[src/rtl/io_pipe_responder.sv]
// Far-end pipe stage responder: runs one requested stage for STAGE_CYCLES edges, then pulses its ok.
// Optional sticky multi-request error check is enabled by defining IO_PIPE_REQ_CHECK_EN.
module io_pipe_responder #(
  parameter int STAGE_CYCLES = 4,
  parameter int CNT_W        = 8
) (
  input  logic clk,
  input  logic wd_rst,
  input  logic idle_i,
  input  logic activate_i,
  input  logic hibernate_i,
  input  logic sleep_i,
  input  logic charge_i,
  input  logic stream_eeg_i,
  input  logic process_eeg_i,
  input  logic interpret_eeg_i,
  input  logic build_ble_cmd_i,
  input  logic publish_ble_cmd_i,
  output logic afe_ok_o,
  output logic a2d_ok_o,
  output logic dsp_ok_o,
  output logic blem_ok_o,
  output logic ble_sent_o,
  output logic busy_o,
  output logic halted_o,
  output logic err_o
);

  typedef enum logic [2:0] {
    IDLE, STREAM, PROCESS, INTERPRET, BUILD, PUBLISH, HALT
  } state_t;

  localparam logic [CNT_W-1:0] CNT_LOAD = CNT_W'(STAGE_CYCLES - 1);

  state_t           state_q, state_d;
  logic [CNT_W-1:0] cnt_q, cnt_d;
  logic [4:0]       ok_q, ok_d;
  logic [5:0]       req, hist_q, rise;
  logic             primed_q;
  logic             halt_req;
  logic             unused_activate;

  assign req      = {publish_ble_cmd_i, build_ble_cmd_i, interpret_eeg_i,
                     process_eeg_i, stream_eeg_i, idle_i};
  // The first edge after reset only primes the history, so a level held across reset never starts a stage.
  assign rise     = primed_q ? (req & ~hist_q) : 6'b0;
  assign halt_req = hibernate_i | sleep_i | charge_i;
  assign unused_activate = activate_i;

  always_comb begin
    state_d = state_q;
    cnt_d   = cnt_q;
    ok_d    = 5'b0;
    if (halt_req) begin
      state_d = HALT;
      cnt_d   = '0;
    end else if (state_q == HALT) begin
      state_d = IDLE;
    end else if (rise[0]) begin
      state_d = IDLE;
      cnt_d   = '0;
    end else if (state_q == IDLE) begin
      cnt_d = CNT_LOAD;
      if      (rise[1]) state_d = STREAM;
      else if (rise[2]) state_d = PROCESS;
      else if (rise[3]) state_d = INTERPRET;
      else if (rise[4]) state_d = BUILD;
      else if (rise[5]) state_d = PUBLISH;
      else              cnt_d   = '0;
    end else if (cnt_q == '0) begin
      state_d = IDLE;
      case (state_q)
        STREAM:    ok_d[0] = 1'b1;
        PROCESS:   ok_d[1] = 1'b1;
        INTERPRET: ok_d[2] = 1'b1;
        BUILD:     ok_d[3] = 1'b1;
        PUBLISH:   ok_d[4] = 1'b1;
        default:   ok_d    = 5'b0;
      endcase
    end else begin
      cnt_d = cnt_q - 1'b1;
    end
  end

  always_ff @(posedge clk) begin
    if (wd_rst) begin
      state_q  <= IDLE;
      cnt_q    <= '0;
      ok_q     <= 5'b0;
      hist_q   <= 6'b0;
      primed_q <= 1'b0;
    end else begin
      state_q  <= state_d;
      cnt_q    <= cnt_d;
      ok_q     <= ok_d;
      hist_q   <= req;
      primed_q <= 1'b1;
    end
  end

  assign afe_ok_o   = ok_q[0];
  assign a2d_ok_o   = ok_q[1];
  assign dsp_ok_o   = ok_q[2];
  assign blem_ok_o  = ok_q[3];
  assign ble_sent_o = ok_q[4];
  assign busy_o     = (state_q != IDLE) && (state_q != HALT);
  assign halted_o   = (state_q == HALT);

`ifdef IO_PIPE_REQ_CHECK_EN
  logic [9:0] all_req;
  logic       err_q;

  assign all_req = {publish_ble_cmd_i, build_ble_cmd_i, interpret_eeg_i, process_eeg_i,
                    stream_eeg_i, charge_i, sleep_i, hibernate_i, activate_i, idle_i};

  always_ff @(posedge clk) begin
    if (wd_rst)                    err_q <= 1'b0;
    else if ($countones(all_req) > 1) err_q <= 1'b1;
  end

  assign err_o = err_q;
`else
  assign err_o = 1'b0;
`endif

endmodule
[config.mk]
export PLATFORM = sky130hd
export DESIGN_NAME = io_pipe_responder
export DESIGN_NICKNAME = d
export VERILOG_FILES = /design/src/rtl/io_pipe_responder.sv
export SDC_FILE = /design/constraint.sdc
export NUM_CORES = 1
export LEC_CHECK = 0
export BUFFER_PORTS_ARGS = -buffer_cell sky130_fd_sc_hd__buf_2
export CAP_MARGIN = 20
export CORE_MARGIN = 3
export CORE_UTILIZATION = 53
export DETAILED_ROUTE_END_ITERATION = 10
export PLACE_DENSITY = 0.78
export REMOVE_ABC_BUFFERS = 1
export SLEW_MARGIN = 40
export SYNTH_ARGS = -nofsm -noshare
export SYNTH_HDL_FRONTEND = slang
export SYNTH_SLANG_ARGS = --single-unit
[constraint.sdc]
create_clock -name clk -period 2.19 [get_ports clk]
set_clock_uncertainty 0.2 [all_clocks]
set_input_delay 0.1095 -clock clk [delete_from_list [all_inputs] [get_ports clk]]
set_output_delay 0.1095 -clock clk [all_outputs]
set_load 0.005 [all_outputs]
**After elaboration in Yosys (flattened, before gate mapping)**

Cells that the tools add are included.

- $add $sub $neg: 1
- Equal/unequal tests: 10
- Muxes and demuxes: 25
- Bitwise gates (word level): 6
- Reduce and logical (&&, ||, !) cells: 12

Operators by type and width:

| kind | number |
|---|---|
| $mux 3 | 10 |
| $mux 8 | 3 |
| $mux 2 | 5 |
| $eq 3x3->1 const B | 3 |
| $ne 9x9->1 const B | 1 |
| $logic_not 8->1 | 1 |
| $sub 8x1->8 const B | 1 |
| $and 6x6->6 | 1 |
| $eq 3x2->1 const B | 2 |
| $mux 1 | 6 |
| $mux 6 | 1 |
| $ne 3x3->1 const B | 2 |
| $ne 6x6->1 const B | 1 |
| $not 6->6 | 1 |
| $reduce_and 2->1 | 3 |
| $reduce_or 6->1 | 1 |
| $reduce_bool 5->1 | 1 |
| $reduce_or 4->1 | 1 |
| $eq 3x1->1 const B | 1 |
| $logic_not 3->1 | 1 |
| $reduce_bool 3->1 | 1 |
| $not 1->1 | 2 |
| $or 1x1->1 | 2 |
| $reduce_bool 2->1 | 1 |
| 2 further kinds | 2 |

- Register bits: 23
- Input port bits: 12
- Logic and storage cells: 60

**Depth between registers and ports, before layout**

Gate-level depths: netlist (run 1).

- Depth in word-level cells: 12
- Gate-level depth with buffers: 7
- Gate-level depth less buffers: 7

**Least setup slack after synthesis (run 1)**

No wires, ideal clock.

- Path type: reg-to-reg
- Start point: reg hist_q[2]
- End point: reg state_q[2]
- Library setup time: 0.116 ns
- Arrival time: 1.434 ns
- Data required time: 1.874 ns
- Path slack: 0.440 ns
- Cell stages (with the launch flop): 6
- Cells stage by stage: dfxtp_1 nor2b_4 or2_4 o41a_1 o31a_1 o211a_1

- Word-level cells in the longest chain between the ends: 9

RTL lines:

| what | RTL line | RTL |
|---|---|---|
| from (decl) | 38 | `logic [5:0] req, hist_q, rise;` |
| from (signal assigned) | 96 | `hist_q <= req;` |
| $not 6->6 * | 46 | `assign rise = primed_q ? (req & ~hist_q) : 6'b0;` |
| $and 6x6->6 * | 46 |  |
| $mux 6 * | 46 |  |
| $mux 3 | 65 | `else if (rise[2]) state_d = PROCESS;` |
| $mux 3 | 64 | `if (rise[1]) state_d = STREAM;` |
| $mux 3 | 62 | `end else if (state_q == IDLE) begin` |
| $mux 3 | 59 | `end else if (rise[0]) begin` |
| $mux 3 | 57 | `end else if (state_q == HALT) begin` |
| $mux 3 | 54 | `if (halt_req) begin` |
| to (signal assigned) | 93 | `state_q <= state_d;` |
| to (decl) | 35 | `state_t state_q, state_d;` |

Every way passes the cells marked *; elsewhere a longest branch is shown, timed or not.
A chain may end at the register's enable or synchronous reset.

**Final worst setup path (run 1)**

- Start point: in interpret_eeg_i
- End point: reg state_q[2]

- Word-level cells in the longest chain between the ends: 9

RTL lines:

| what | RTL line | RTL |
|---|---|---|
| from (decl) | 16 | `input logic interpret_eeg_i,` |
| $and 6x6->6 * | 46 |  |
| $mux 6 * | 46 |  |
| $mux 3 | 66 | `else if (rise[3]) state_d = INTERPRET;` |
| $mux 3 | 65 |  |
| $mux 3 | 64 |  |
| $mux 3 | 62 |  |
| $mux 3 | 59 |  |
| $mux 3 | 57 |  |
| $mux 3 | 54 |  |

Marked as above.

==> summary.md, run 1 <==
| Metric | Value |
|---|---|
| Area after DPL | `1209 sq um` |
| Storage element area | `460.4 sq um` |
| GPL Wtd Cong | `between 0.8 and 0.9` |
| Root buf cell | `clkbuf_4` |
| Largest net degree at the start of global routing | `13` |
| # IOs | `20` |
| Top FF cell, synth | `dfxtp_1` |
| Final wirelength | `approximately 2.5 mm` |
| RR Startpoint | `cnt_q[0]` |
| Min-Delay Path Class | `input pin to flip-flop` |
| HP Start | `charge_i` |
| # DRC | `0` |
| First-pass GRT wire length | `~4.3 mm` |
| DIE AREA | `around 2600 sq um` |
| Overall Power | `roughly 0.79 mW` |
| Ys Warns | `0` |
| Final ANT Viol Nets | `0` |
| Later-pin clock latency in the skew report | `roughly 300 ps` |
| Die W | `just over 50 um` |
| Placed cell count | `about 160` |
| All-Layer GR Usage | `between 20% and 30%` |
| Post-route non-filler standard cell count | `180` |
| Post-CTS resize count | `0` |
| Yosys cell types | `40` |
| Synth area leader | `dfxtp_1` |
| EDFF count, synth | `0` |
| Initial DRC Count | `40` |
| Area Growth Syn to Fin | `26.27%` |
| Critical path startpoint | `interpret_eeg_i` |
| Worst Path Max Fanout | `3` |
| Area of the multi-input gates | `about 590 sq um` |
| Total CTS buffers | `3` |
| # fillers | `~140` |
| Max-cap violation count | `0` |
| CTS Hold Bufs | `13` |
| Post-synth top area share | `approximately 43%` |
| Setup Crit Path Kind | `input pin to flip-flop` |
| Htree depth | `1` |
| Yosys reg bits | `23` |
| Outcome | `completed` |
| Vias in the first global route | `around 970` |
| DP HPWL | `~1.7 mm` |
| Clock slew at reported path FFs | `approximately 120 ps` |
| P_leak | `just under 0.6 nW` |
| Via Count | `between 1000 and 1500` |
| Final period utilization | `a little over nine tenths` |
| Height of the chip | `roughly 51 um` |
| CP endpoint kind | `flip-flop` |
| Post-CTS setup buffers | `0` |
| Required @ worst endpoint | `about 2200 ps` |
| Routed WL per cell | `13.85 um` |
| Initial cell density of the core | `roughly 60%` |
| TritonCTS clock tree | `done` |
| Final setup violation count | `0` |
| Design Area, Final | `1365 sq um` |
| Post-Syn Area | `~1100 sq um` |
| Ranking of synthesized cells by area | `dfxtp_1, nor2b_1, nor2_1` |
| Pwr Density | `between 500 and 600 nW/um^2` |
| Final hold violations | `0` |
| Fmax achieved | `around 0.48 GHz` |
| Initial antenna violation count | `0` |
| Final Critical Period | `~2100 ps` |
| Congestion Overflow GR | `0` |
| RSZ-0062 raised after global routing | `false` |
| Startpoint types | `input pin` |
| Synthesized area per cell | `9.009 sq um` |
| CTS Sinks | `23` |
| Number of diodes | `0` |
| Post-synthesis sequential area ratio | `42.59%` |
| Final TNS setup | `0 ps` |
| CP arrival | `2090 ps` |
| Fraction of layout cells with a size suffix above 1 | `17.42%` |
| Final Util | `74.98%` |
| DRT Pass-1 Iters | `4` |
| # port buffers | `17` |
| Slew Viols, Final | `0` |
| Rows | `15` |
| CORE AREA | `1821 sq um` |
| Deepest clock path buffer count | `2` |
| Vias/cell | `5.689` |
| Mapped Cells | `120` |
| Asr flop ratio synth | `0%` |
| NumNets Final | `170` |
| Worst IR Drop VDD | `between 0.0004 and 0.0005 V` |
logic make-up (layout without fill, tap and decap cells):
family | Yosys count | in the layout | synth area share, %
buf+inv | 8 | 43 | 3.125
flops | 23 | 23 | 42.59
xor+xnor | 5 | 5 | 4.051
compound gates | 23 | 23 | 15.39
other cells | 1 | 1 | 0.3469
fa+ha+maj | 2 | 2 | 2.314
simple gates | 58 | 58 | 32.18
state kept, by name (all words and copies together), names as in the netlist:
| register | cells |
|---|---|
| cnt_q | 8 |
| hist_q | 6 |
| ok_q | 5 |
| primed_q | 1 |
| state_q | 3 |
final timing paths:
kind | endpoint | slack [ps] | depth (start not counted)
hold / removal | cnt_q[6] | 50 | 4
hold reg to reg | cnt_q[1] | 350 | 1
setup / recovery | state_q[2] | 100 | 7
setup reg to reg | state_q[2] | 250 | 7
cells in the final DEF (no fill, tap or decap), drive strengths merged, types with 4 or more instances in the layout:
master,Yosys,final
dlygate4sd3,0,13
nand2,7,7
nor4,5,5
a21oi,5,5
buf,1,20
inv,6,6
nor2b,11,11
xor2,4,4
dfxtp,23,23
clkbuf,1,4
nor2,14,14
where the power goes:
group          switching, mW  leakage [nW]  internal (mW)  total [mW]
Combinational         0.0776         0.381         0.0732       0.151
Clock                  0.121        0.0150         0.0709       0.192
Sequential            0.0121         0.188          0.431       0.443
worst max-delay path: stages:
cell           delay (ps)
dlygate4sd3_1         550
buf_2                 140
nor2b_1               150
or2_4                 240
o41a_1                390
o31a_1                280
o211a_1               220
final cells by class:
type | instances | area share, %
multi-input combinational | 89 | 42.99
inverter | 6 | 1.650
sequential | 23 | 33.73
timing repair buffer | 33 | 17.42
clock buffer | 4 | 1.925
tap | 25 | 2.291
per-stage QoR:
stage / setup WS [ps] / hold WS, ps
detailed placement: 300.3 / 139.6
finish: 104.0 / 53.33
CTS: 169.6 / 36.20
global placement: 366.5 / 126.5
global route: 51.83 / 54.64
floorplan: 439.6 / -23.81
metal layers:
layer	vias up	track usage [%]	part of all wire, %
li1	499	-	-
met1	488	26.49	45
met2	31	39.48	48
met3	6	2.624	4.7
met4	0	8.072	2.0
met5	-	0	0
cells in the mapped netlist (all sizes together), types with 2 or more instances:
master	n
o21ai	3
nand4b	2
dfxtp	23
ha	2
nand2b	3
nand3	2
nand4	3
nand3b	3
xor2	4
a21oi	5
inv	6
or3	2
a32o	2
nand2	7
nor4	5
a211oi	2
nor2b	11
nor2	14
nor3	3
No activity file was read; power rests on OpenSTA's default activity.
==> inputs of run 2 (changes only) <==
==> constraint.sdc (replaced) <==
create_clock -name clk -period 2.19 [get_ports clk]
set_clock_uncertainty 0.2 [all_clocks]
set_input_delay 0.438 -clock clk [delete_from_list [all_inputs] [get_ports clk]]
set_output_delay 0.438 -clock clk [all_outputs]
set_load 0.005 [all_outputs]
==> run 2 against run 1 <==
  * Via count shrank 10%
  * Final cell count shrank 7.2%
  * Largest cell class unchanged
  * Critical path type is now flip-flop to primary output
  * First-iteration DRC count shrank 68%
  * Sequential power is essentially flat
  * Clock-buffer cell count shrank 1
  * Critical endpoint is now halted_o
  * Maximum frequency grew 3.6%
==> summary.md, run 2 (synthesis results as in run 1) <==
| Metric | Value |
|---|---|
| Outcome | `completed` |
| Final Util | `roughly two thirds` |
| First-pass GRT wire length | `approximately 3.7 mm` |
| Fmax achieved | `about 0.50 GHz` |
| Design Area, Final | `about 1200 sq um` |
| Fraction of layout cells with a size suffix above 1 | `between 10% and 20%` |
| All-Layer GR Usage | `a little under a fifth` |
| Placed cell count | `around 160` |
| # IOs | `20` |
| Vias in the first global route | `slightly below 900` |
| Reg2Reg Capture Point | `cnt_q[0]` |
| WP buf/inv | `2` |
| Final period utilization | `between 90% and 100%` |
| Total CTS buffers | `3` |
| CP endpoint kind | `primary output` |
| Largest net degree at the start of global routing | `14` |
| Overall Power | `a little under 0.8 mW` |
| Crit path cell chain | `nand3b_1 > inv_1 > buf_2` |
| Number of diodes | `0` |
| Deepest clock path buffer count | `2` |
| Critical-path top delay cell | `dfxtp_1` |
| CORE AREA | `approximately 1800 sq um` |
| Worst stage delay on the critical path | `390 ps` |
| Post-CTS setup buffers | `0` |
| TritonCTS clock tree | `done` |
| DIE AREA | `about 2600 sq um` |
| # DRC | `0` |
| Initial antenna violation count | `0` |
| Area after DPL | `1209 sq um` |
| Final Critical Period | `approximately 2000 ps` |
| Height of the chip | `51.16 um` |
| Largest register FFs | `8` |
| Pwr Density | `around 620 nW/um^2` |
| Worst hold path depth | `2` |
| # port buffers | `17` |
| Clock slew at reported path FFs | `roughly 120 ps` |
| GPL Wtd Cong | `0.8903` |
| Most frequent cells in the layout | `dfxtp_1, buf_2, nor2_1` |
| Root buf cell | `clkbuf_4` |
| Via Count | `between 900 and 1000` |
| Post-CTS resize count | `0` |
| Post-route non-filler standard cell count | `167` |
| Biggest register | `cnt_q` |
| Initial cell density of the core | `roughly three fifths` |
| Final hold violations | `0` |
| Later-pin clock latency in the skew report | `320 ps` |
| HP Start | `interpret_eeg_i` |
| Congestion Overflow GR | `0` |
| Min-Delay Path Class | `input pin to flip-flop` |
| Crit-path leading delay family | `flip-flops` |
| Hold endpoint | `hist_q[3]` |
| Setup Crit Path Kind | `flip-flop to primary output` |
| Final ANT Viol Nets | `0` |
| Startpoint types | `flip-flop` |
| NumNets Final | `157` |
| Worst IR Drop VDD | `0.0005951 V` |
| Largest registers | `cnt_q x8, hist_q x6, ok_q x5` |
| Rows | `15` |
| RSZ-0062 raised after global routing | `false` |
| DP HPWL | `between 1.5 and 2 mm` |
| Vias/cell | `roughly 5.5` |
| Internal reg-to-reg setup slack | `about 300 ps` |
| Area Growth Syn to Fin | `14.35%` |
| RR Startpoint | `cnt_q[0]` |
| Final TNS setup | `0 ps` |
| P_leak | `roughly 0.52 nW` |
| Required @ worst endpoint | `approximately 1600 ps` |
| Routed WL per cell | `around 13 um` |
| CTS Hold Bufs | `0` |
| Htree depth | `1` |
| Max-cap violation count | `0` |
| DRT Pass-1 Iters | `4` |
| Worst Path Max Fanout | `8` |
| Commonest non-fill, non-tap cell in the layout | `dfxtp_1` |
| CTS Sinks | `23` |
| Initial DRC Count | `13` |
| R2R cell count | `7` |
| Final setup violation count | `0` |
| Final wirelength | `2.117 mm` |
| CP arrival | `1380 ps` |
| Critical path startpoint | `state_q[0]` |
| Slew Viols, Final | `0` |
| Die W | `just over 50 um` |
-- run 2: cell types whose count changed in the layout (fill, tap and decap cells not counted), sizes merged --
cell,previous run,this run
dlygate4sd3,13,0
clkinv,0,1
clkbuf,4,3
-- run 2: final cells by class --
| class | instances | area, sq um |
|---|---|---|
| Clock inverter | 1 | 5.005 |
| Fill cell | 161 | 584.3 |
| Multi-Input combinational cell | 89 | 586.8 |
| Tap cell | 25 | 31.28 |
| Timing Repair Buffer | 20 | 107.6 |
| Sequential cell | 23 | 460.4 |
| Clock buffer | 3 | 22.52 |
| Inverter | 6 | 22.52 |
-- run 2: stage by stage --
stage / worst slack (ps) / hold slack (ps)
floorplan: 263.7 / 284.7
global placement: 118.9 / 311.0
detailed placement: 86.18 / 329.1
CTS: 188.0 / 119.9
global route: 79.37 / 150.5
finish: 176.5 / 131.1
-- run 2: metal layers --
metal	global-route usage (%)	up-vias	share of wire (%)
li1	-	478	-
met1	24.77	413	50
met2	28.11	26	42
met3	6.122	4	5.2
met4	7.623	0	2.0
met5	0	-	0
-- run 2: worst max path at each step --
| stage | end | slack, ps | cells past startpoint |
|---|---|---|---|
| 2_1_floorplan | state_q[2] | 260 | 5 |
| 3_3_place_gp | state_q[2] | 120 | 6 |
| 3_5_place_dp | state_q[2] | 90 | 6 |
| 4_1_cts | halted_o | 190 | 3 |
| 5_1_grt | halted_o | 80 | 3 |
| 6_report | halted_o | 180 | 3 |
-- run 2: report_power, final --
group	total, mW	switching (mW)	internal (mW)
Clock	0.198	0.129	0.0685
Combinational	0.129	0.0712	0.0581
Sequential	0.442	0.0113	0.431
